--- config.mk ---
export PLATFORM = sky130hd
export DESIGN_NAME = miner_work_loader
export DESIGN_NICKNAME = d
export VERILOG_FILES = /design/src/rtl/miner_work_loader.sv
export SDC_FILE = /design/constraint.sdc
export NUM_CORES = 2
export LEC_CHECK = 0
export CAP_MARGIN = 20
export CORE_AREA = 2 2 454 456
export CTS_BUF_LIST = sky130_fd_sc_hd__clkbuf_4
export DETAILED_ROUTE_END_ITERATION = 8
export DIE_AREA = 0 0 456 458
export PLACE_DENSITY = 0.47
export SYNTH_ARGS = -nofsm -noshare
export SYNTH_HDL_FRONTEND = slang
export SYNTH_SLANG_ARGS = --single-unit
--- constraint.sdc ---
create_clock -name clk -period 4.9 [get_ports clk]
set_clock_uncertainty 0.05 [all_clocks]
set_input_delay 0.735 -clock clk [delete_from_list [all_inputs] [get_ports clk]]
set_output_delay 0.735 -clock clk [all_outputs]
set_load 0.02 [all_outputs]
--- src/rtl/miner_work_loader.sv ---
`default_nettype none
// ============================================================================
// Module      : miner_work_loader
// Description : Bus-side front end for the SHA-256 miner core.
//               - A 32-bit slave port fills a 768-bit staging buffer
//                 ({data[511:0], midstate[255:0]}), one word at a time.
//               - A commit copies the staging buffer into header_data_input
//                 and raises load_done for one cycle.
//               - The core's golden-nonce result is latched for readback.
// Ports       : clk, reset_n (async, active low)
//               chipselect/write/read/address/writedata -> slave port in
//               readdata          -> registered read data (1-cycle latency)
//               header_data_input -> committed work unit to the miner core
//               load_done         -> 1-cycle strobe, new work is on the header
//               nonce_out         -> from core: [32] found flag, [31:0] nonce
// Revision    : 1.0 - initial release
// ============================================================================
module miner_work_loader #(
    parameter int WORDS  = 24,
    parameter int ADDR_W = 5
) (
    input  logic                  clk,
    input  logic                  reset_n,
    input  logic                  chipselect,
    input  logic                  write,
    input  logic                  read,
    input  logic [ADDR_W-1:0]     address,
    input  logic [31:0]           writedata,
    output logic [31:0]           readdata,
    output logic [32*WORDS-1:0]   header_data_input,
    output logic                  load_done,
    input  logic [32:0]           nonce_out
);

    // State encoding
    localparam logic [1:0] c_ST_IDLE   = 2'd0;
    localparam logic [1:0] c_ST_LOAD   = 2'd1;
    localparam logic [1:0] c_ST_PULSE  = 2'd2;
    localparam logic [1:0] c_ST_MINING = 2'd3;

    // Register map: staging words occupy 0..WORDS-1, control follows
    localparam logic [ADDR_W-1:0] c_ADDR_LAST_STAGE = ADDR_W'(WORDS - 1);
    localparam logic [ADDR_W-1:0] c_ADDR_COMMIT     = ADDR_W'(WORDS);
    localparam logic [ADDR_W-1:0] c_ADDR_STATUS     = ADDR_W'(WORDS + 1);
    localparam logic [ADDR_W-1:0] c_ADDR_RESULT     = ADDR_W'(WORDS + 2);

    logic [1:0]          r_state;
    logic [1:0]          w_state_next;
    logic [32*WORDS-1:0] r_staging;
    logic [WORDS-1:0]    r_mask;
    logic [31:0]         r_result;
    logic                r_found;
    logic                r_err;
    logic                r_nf_d;

    logic                w_wr;
    logic                w_rd;
    logic                w_commit;
    logic                w_commit_window;
    logic                w_accept_commit;
    logic                w_commit_err;
    logic                w_staged_full;
    logic [WORDS-1:0]    w_stage_sel;
    logic                w_load;
    logic                w_busy;
    logic                w_capture;
    logic                w_rd_result;
    logic [31:0]         w_rdata;

    // ------------------------------------------------------------------
    // Bus decode
    // ------------------------------------------------------------------
    assign w_wr          = chipselect & write;
    assign w_rd          = chipselect & read;
    assign w_commit      = w_wr && (address == c_ADDR_COMMIT) && writedata[0];
    assign w_rd_result   = w_rd && (address == c_ADDR_RESULT);
    assign w_staged_full = &r_mask;

    always_comb begin
        w_stage_sel = '0;
        if (w_wr && (address <= c_ADDR_LAST_STAGE)) begin
            w_stage_sel[address] = 1'b1;
        end
    end

    // Commits are only honoured outside the LOAD/PULSE handshake; one that
    // lands there is dropped silently rather than flagged as an error.
    assign w_accept_commit = w_commit_window & w_commit & w_staged_full;
    assign w_commit_err    = w_commit_window & w_commit & ~w_staged_full;

    // ------------------------------------------------------------------
    // FSM: state register
    // ------------------------------------------------------------------
    always_ff @(posedge clk or negedge reset_n) begin
        if (!reset_n) begin
            r_state <= c_ST_IDLE;
        end else begin
            r_state <= w_state_next;
        end
    end

    // ------------------------------------------------------------------
    // FSM: next-state logic
    // ------------------------------------------------------------------
    always_comb begin
        w_state_next = r_state;
        case (r_state)
            c_ST_IDLE, c_ST_MINING: begin
                if (w_accept_commit) begin
                    w_state_next = c_ST_LOAD;
                end
            end
            c_ST_LOAD:  w_state_next = c_ST_PULSE;
            c_ST_PULSE: w_state_next = c_ST_MINING;
            default:    w_state_next = c_ST_IDLE;
        endcase
    end

    // ------------------------------------------------------------------
    // FSM: state-decoded outputs
    // ------------------------------------------------------------------
    always_comb begin
        w_load          = 1'b0;
        load_done       = 1'b0;
        w_busy          = 1'b0;
        w_commit_window = 1'b0;
        case (r_state)
            c_ST_IDLE:   w_commit_window = 1'b1;
            c_ST_LOAD:   w_load          = 1'b1;
            c_ST_PULSE:  load_done       = 1'b1;
            c_ST_MINING: begin
                w_busy          = 1'b1;
                w_commit_window = 1'b1;
            end
            default: ;
        endcase
    end

    // ------------------------------------------------------------------
    // Staging buffer and fill mask. The mask clear on LOAD is applied
    // before the new write bit, so a word written during the capture
    // cycle stays marked for the next unit.
    // ------------------------------------------------------------------
    always_ff @(posedge clk or negedge reset_n) begin
        if (!reset_n) begin
            r_staging <= '0;
            r_mask    <= '0;
        end else begin
            for (int i = 0; i < WORDS; i++) begin
                if (w_stage_sel[i]) begin
                    r_staging[32*i +: 32] <= writedata;
                end
            end
            r_mask <= (w_load ? '0 : r_mask) | w_stage_sel;
        end
    end

    // ------------------------------------------------------------------
    // Committed work unit
    // ------------------------------------------------------------------
    always_ff @(posedge clk or negedge reset_n) begin
        if (!reset_n) begin
            header_data_input <= '0;
        end else if (w_load) begin
            header_data_input <= r_staging;
        end
    end

    // ------------------------------------------------------------------
    // Error flag: sticky until the next successful commit reaches LOAD
    // ------------------------------------------------------------------
    always_ff @(posedge clk or negedge reset_n) begin
        if (!reset_n) begin
            r_err <= 1'b0;
        end else if (w_load) begin
            r_err <= 1'b0;
        end else if (w_commit_err) begin
            r_err <= 1'b1;
        end
    end

    // ------------------------------------------------------------------
    // Result capture. Only a rising edge of the found flag while MINING is
    // taken; a capture beats the read-clear of the same cycle so that the
    // freshly latched nonce is never lost.
    // ------------------------------------------------------------------
    assign w_capture = w_busy & nonce_out[32] & ~r_nf_d;

    always_ff @(posedge clk or negedge reset_n) begin
        if (!reset_n) begin
            r_nf_d   <= 1'b0;
            r_result <= '0;
            r_found  <= 1'b0;
        end else begin
            r_nf_d <= nonce_out[32];
            if (w_load) begin
                r_found <= 1'b0;
            end else if (w_capture) begin
                r_result <= nonce_out[31:0];
                r_found  <= 1'b1;
            end else if (w_rd_result) begin
                r_found <= 1'b0;
            end
        end
    end

    // ------------------------------------------------------------------
    // Read path: 1-cycle latency, held between reads
    // ------------------------------------------------------------------
    always_comb begin
        w_rdata = '0;
        if (address == c_ADDR_STATUS) begin
            w_rdata = {28'b0, r_err, w_staged_full, w_busy, r_found};
        end else if (address == c_ADDR_RESULT) begin
            w_rdata = r_result;
        end
    end

    always_ff @(posedge clk or negedge reset_n) begin
        if (!reset_n) begin
            readdata <= '0;
        end else if (w_rd) begin
            readdata <= w_rdata;
        end
    end

endmodule
`default_nettype wire

### Word-level counts from Yosys, hierarchy flattened

Index checks and enable logic that the tools add are counted.
Widths: inputs -> output; s select.

* register bits: 1629
* input port bits: 75
* output and inout port bits: 801
* word-level logic and storage cells: 81

* magnitude comparators: 3
* eq/ne operators: 7
* multiplexer cells: 17
* bitwise operators: 11
* reduce and logical (&&, ||, !) cells: 11

Operator list (count)
* $mux 32: 2
* $mux 24: 2
* $or 24x24->24: 1
* $reduce_and 24->1: 1
* $eq 5x5->1 const B: 3
* $mux 1: 10
* $and 1x1->1: 7
* $lt 5x6->1 const B: 1
* $pmux 2 s3: 1
* $demux 1 s5: 1
* $ge 5x1->1 const B: 1
* $le 5x5->1 const B: 1
* $logic_and 1x1->1: 5
* $eq 2x2->1 const B: 2
* $not 1->1: 3
* $reduce_bool 3->1: 1
* $eq 2x1->1 const B: 1
* $logic_not 2->1: 1
* $mux 2: 1
* $ne 2x1->1 const B: 1
* $reduce_and 2->1: 1
* $reduce_bool 2->1: 1
* $reduce_or 2->1: 1

### Depth between registers and ports, before layout

* word-level depth: 7
* depth in mapped cells: 7
* gate-level depth less buffers: 6

### Least setup slack after synthesis

OpenSTA, ideal clock, no wires.

* kind: input port to flip-flop
* from: in address[2]
* to: reg r_staging[130]
* setup time: 0.125 ns
* arrival time: 2.153 ns
* data required time: 4.725 ns
* path slack: 2.572 ns
* cell stages on the path: 7
* buffers on the path: 4
* cells stage by stage: buf_4 or3b_1 buf_2 or2_1 buf_2 buf_6 mux2_4

* cells in the longest elaborated chain, start to end: 5
* elaborated cells between the ends (all ways): 8
* those cells by class: 3 x order compare; 3 x mux; 2 x reduce/logical

RTL lines
* start: declaration: line 27 `input logic [ADDR_W-1:0] address,`
* $lt 5x6->1 (not written as such) or $ge 5x1->1 (tied branches): line 82 `w_stage_sel[address] = 1'b1;`
* $logic_and 1x1->1 (not written as such): line 82
* $mux 1 (not written as such): line 82
* $demux 1 s5: line 82
* $mux 24 *: line 81 `if (w_wr && (address <= c_ADDR_LAST_STAGE)) begin`
* end signal: indexed assignment: line 151 `r_staging[32*i +: 32] <= writedata;`
* end: declaration: line 49 `logic [32*WORDS-1:0] r_staging;`

Mark *: on every way between the ends. The rest lies on a longest branch, timed or not.
A chain may end at the register's enable or synchronous reset.

### Worst setup path in the final report

* from: reg r_state[0]
* to: out load_done

* cells in the longest elaborated chain, start to end: 2

RTL lines
* start: declaration: line 47 `logic [1:0] r_state;`
* start signal: assignment: line 96 `r_state <= c_ST_IDLE;`
* start signal: assignment: line 98 `r_state <= w_state_next;`
* $eq 2x2->1: line 127 `case (r_state)`
* $mux 1: line 127
* end: declaration: line 31 `output logic load_done,`

Every way passes these cells.

==> metrics.log <==
INFO  metric status = finished, final reports clean
INFO  metric cts-buffers-inserted = 463
INFO  metric synth.cell_area = 0.0608 mm²
INFO  metric clk_path_buf_depth = 4
INFO  metric cts_post_setup_buffers_inserted = 0
INFO  metric worst-path-buf-inv = 2
INFO  metric synth_cell_type_count = 39
INFO  metric tritoncts = done
INFO  metric cts_resized = 0
INFO  metric rsz0062_at_grt = false
INFO  metric critical_path_arrival = 2.82 ns
INFO  metric multi_input_comb_area = 0.0188 mm²
INFO  metric setup_total_negative_slack = 0 ns
INFO  metric regArea = 0.0408 mm²
INFO  metric cts_max_level = 5
INFO  metric synthToLayoutAreaGrowth = 29.7%
INFO  metric layout_common_cells = 1629 x dfrtp_1, 1497 x mux2_2, 853 x clkdlybuf4s50_1, 689 x clkbuf_4, 65 x buf_4
INFO  metric grt_antenna_before_repair = 20
INFO  metric post-dp-hpwl = 131 mm
INFO  metric crit_slowest_cell = clkdlybuf4s50_1
INFO  metric setup_viol_count_final = 0
INFO  metric finalMaxSlewViolations = 0
INFO  metric ant_nets = 0
INFO  metric die_h = 458 µm
INFO  metric hp-class = in -> reg
INFO  metric die_outline_area = 0.209 mm²
INFO  metric routed-via-count = 35672
INFO  metric finalWirelength = 203 mm
INFO  metric max-cap-violations = 0
INFO  metric cts.sinks = 1629
INFO  metric post_layout_nonfiller_instances = 7817
INFO  metric place_congestion = 0.746
INFO  metric post_drt_wl_per_cell = 25.9 µm
INFO  metric synth_cells = 3583
INFO  metric crit_path_max_fanout = 4
INFO  metric final_critical_path_setup_slack = 1.29 ns
INFO  metric synthesis.yosys.warnings = 0
INFO  metric layout.filler_cells = 19314
INFO  metric synth_ff_type = dfrtp_1
INFO  metric layout_commonest_cell = dfrtp_1
INFO  metric critical-path-top-delay-family = buffers and inverters
INFO  metric drt-vias-per-instance = 4.56
INFO  metric worst_ep_required_time = 4.12 ns
INFO  metric grt_first_pass_wirelength = 287 mm
INFO  metric global_route.overflow_total = 0
INFO  metric first_global_vias = 38085
INFO  metric drt_iter0_drc = 1535
INFO  metric design.final.nets = 4908
INFO  metric p_per_area = 358 mW/mm²
INFO  metric fin_crit_sh = 0.737
INFO  metric initial_standard_cell_utilization_of_the_core = 0.298
INFO  metric critPathLaunchType = flop
INFO  metric postLayoutCellArea = 0.0788 mm²
INFO  metric timing.slew.headroom = 0.271
INFO  metric path_cells = inv_1, ha_1, clkdlybuf4s50_1
INFO  metric cts-hold-fix-buffers = 53
INFO  metric share_of_cells_above_drive_strength_1 = 0.466
INFO  metric worst_pin_slew = 1.09 ns
INFO  metric detailed_place.area = 0.0727 mm²
INFO  metric cellLeakagePower = 38.2 nW
INFO  metric drt_first_pass_iters = 5
INFO  metric ys_top_cells_by_area = dfrtp_1 67%, mux2_2 28%, mux2_4 0.96%
INFO  metric fp.dieW = 456 µm
INFO  metric max_stage_delay = 0.72 ns
INFO  metric synthesized_area_divided_by_synthesized_cell_count = 17.0 µm²
INFO  metric total_power = 0.0283 W
INFO  metric yosysTopAreaCellShare = 0.671
INFO  metric timing_worst_setup_path_type = reg -> out
INFO  metric buffer_ports.inserted = 875
INFO  metric num_rows = 166
INFO  metric drc = 0
INFO  metric max_freq = 277 MHz
INFO  metric synth_seq_area_share = 0.671
INFO  metric pin_count_of_the_biggest_net_entering_global_routing = 146
INFO  metric finalCriticalPeriod = 3.61 ns
INFO  metric timing.final.hold_violations = 0
INFO  metric ioPinCount = 876
INFO  metric netlist.top_cell.by_area = dfrtp_1
INFO  metric clk-insertion-delay-late = 1.45 ns
INFO  metric grt_usage = 0.192
INFO  metric placement.setup.worst_slack = 1.04 ns
INFO  metric clk_pin_slew = 0.06 ns
INFO  metric synth_seq_cells = 1629
INFO  metric ir_drop = 185 µV
INFO  metric cts-root-buf = clkbuf_4
INFO  metric core_area = 0.204 mm²
INFO  metric critical_path.endpoint_type = output port
INFO  metric place_inst = 6997
INFO  metric mappedNetlistNets = 3662
INFO  metric synthArstFlopShare = 1.00
INFO  metric edff_count_synth = 0
==> metal layers <==
metal | share of wire | vias up | wire length (µm) | track usage
li1 | - | 15362 | - | -
met1 | 0.39 | 18900 | 78700 | 0.218
met2 | 0.50 | 1055 | 102000 | 0.328
met3 | 0.062 | 355 | 12600 | 0.0593
met4 | 0.046 | 0 | 9320 | 0.0924
met5 | 0 | - | 0 | 0
==> layout make-up <==
class / count / share of cell area
Timing Repair Buffer: 1024 / 0.131
Clock inverter: 63 / 0.00401
Multi-Input combinational cell: 1696 / 0.239
Clock buffer: 689 / 0.0656
Tap cell: 2688 / 0.0427
Antenna cell: 13 / 0.000413
Sequential cell: 1629 / 0.517
Inverter: 15 / 0.000714
==> logic make-up after synthesis <==
family | synth area share
flip-flops | 0.671
AO/OA/AOI/OAI | 0.00784
buffers and inverters | 0.0208
adder cells (fa/ha/maj) | 0.000823
AND/OR/NAND/NOR | 0.00687
multiplexers | 0.293
==> per-stage QoR <==
step | hold WS (ns) | util
2_1_floorplan | 0.389 | -
3_3_place_gp | 0.412 | 0.357
3_5_place_dp | 0.418 | 0.357
4_1_cts | 0.00648 | 0.387
5_1_grt | -0.0266 | 0.387
6_report | 0.177 | 0.387
==> sequential cells by signal, summed over array words and instances (netlist names) <==
signal / count
r_state: 2
r_err: 1
r_found: 1
header_data_input: 768
r_nf_d: 1
r_staging: 768
r_result: 32
readdata: 32
r_mask: 24
==> synthesized netlist by cell type, types with 4 or more instances <==
library cell / number
buf_6: 15
nor4_1: 4
mux2_1: 32
a22o_1: 28
dfrtp_1: 1629
buf_2: 65
nor2_4: 12
o21ai_0: 9
or3_1: 4
nand2_1: 13
a21o_1: 16
buf_1: 12
ha_1: 4
nor3_1: 4
clkbuf_1: 123
buf_4: 28
inv_1: 14
nand4_1: 6
mux2_2: 1497
mux2_4: 39
==> where the power goes <==
part	leakage (nW)	internal [W]	switching [W]
sequential	22.2	0.0143	0.000390
combinational	12.7	0.000757	0.000756
clock	3.32	0.00641	0.00568
total	38.2	0.0214	0.00683
==> path summary, 6_finish.rpt <==
check | startpoint | to | slack [ns] | depth (start not counted)
min | writedata[1] | r_staging[449]$_DFFE_PN0P_ | 0.18 | 2
min reg2reg | r_staging[594]$_DFFE_PN0P_ | header_data_input[594]$_DFFE_PN0P_ | 0.32 | 1
max | r_state[0]$_DFFE_PN0P_ | load_done | 1.29 | 3
max reg2reg | r_state[1]$_DFFE_PN0P_ | header_data_input[113]$_DFFE_PN0P_ | 2.17 | 5
max in group asynchronous | reset_n | readdata[14]$_DFFE_PN0P_ | 3.17 | 4
min in group asynchronous | reset_n | r_staging[681]$_DFFE_PN0P_ | 0.73 | 4
No activity file was read; power rests on OpenSTA's default activity.
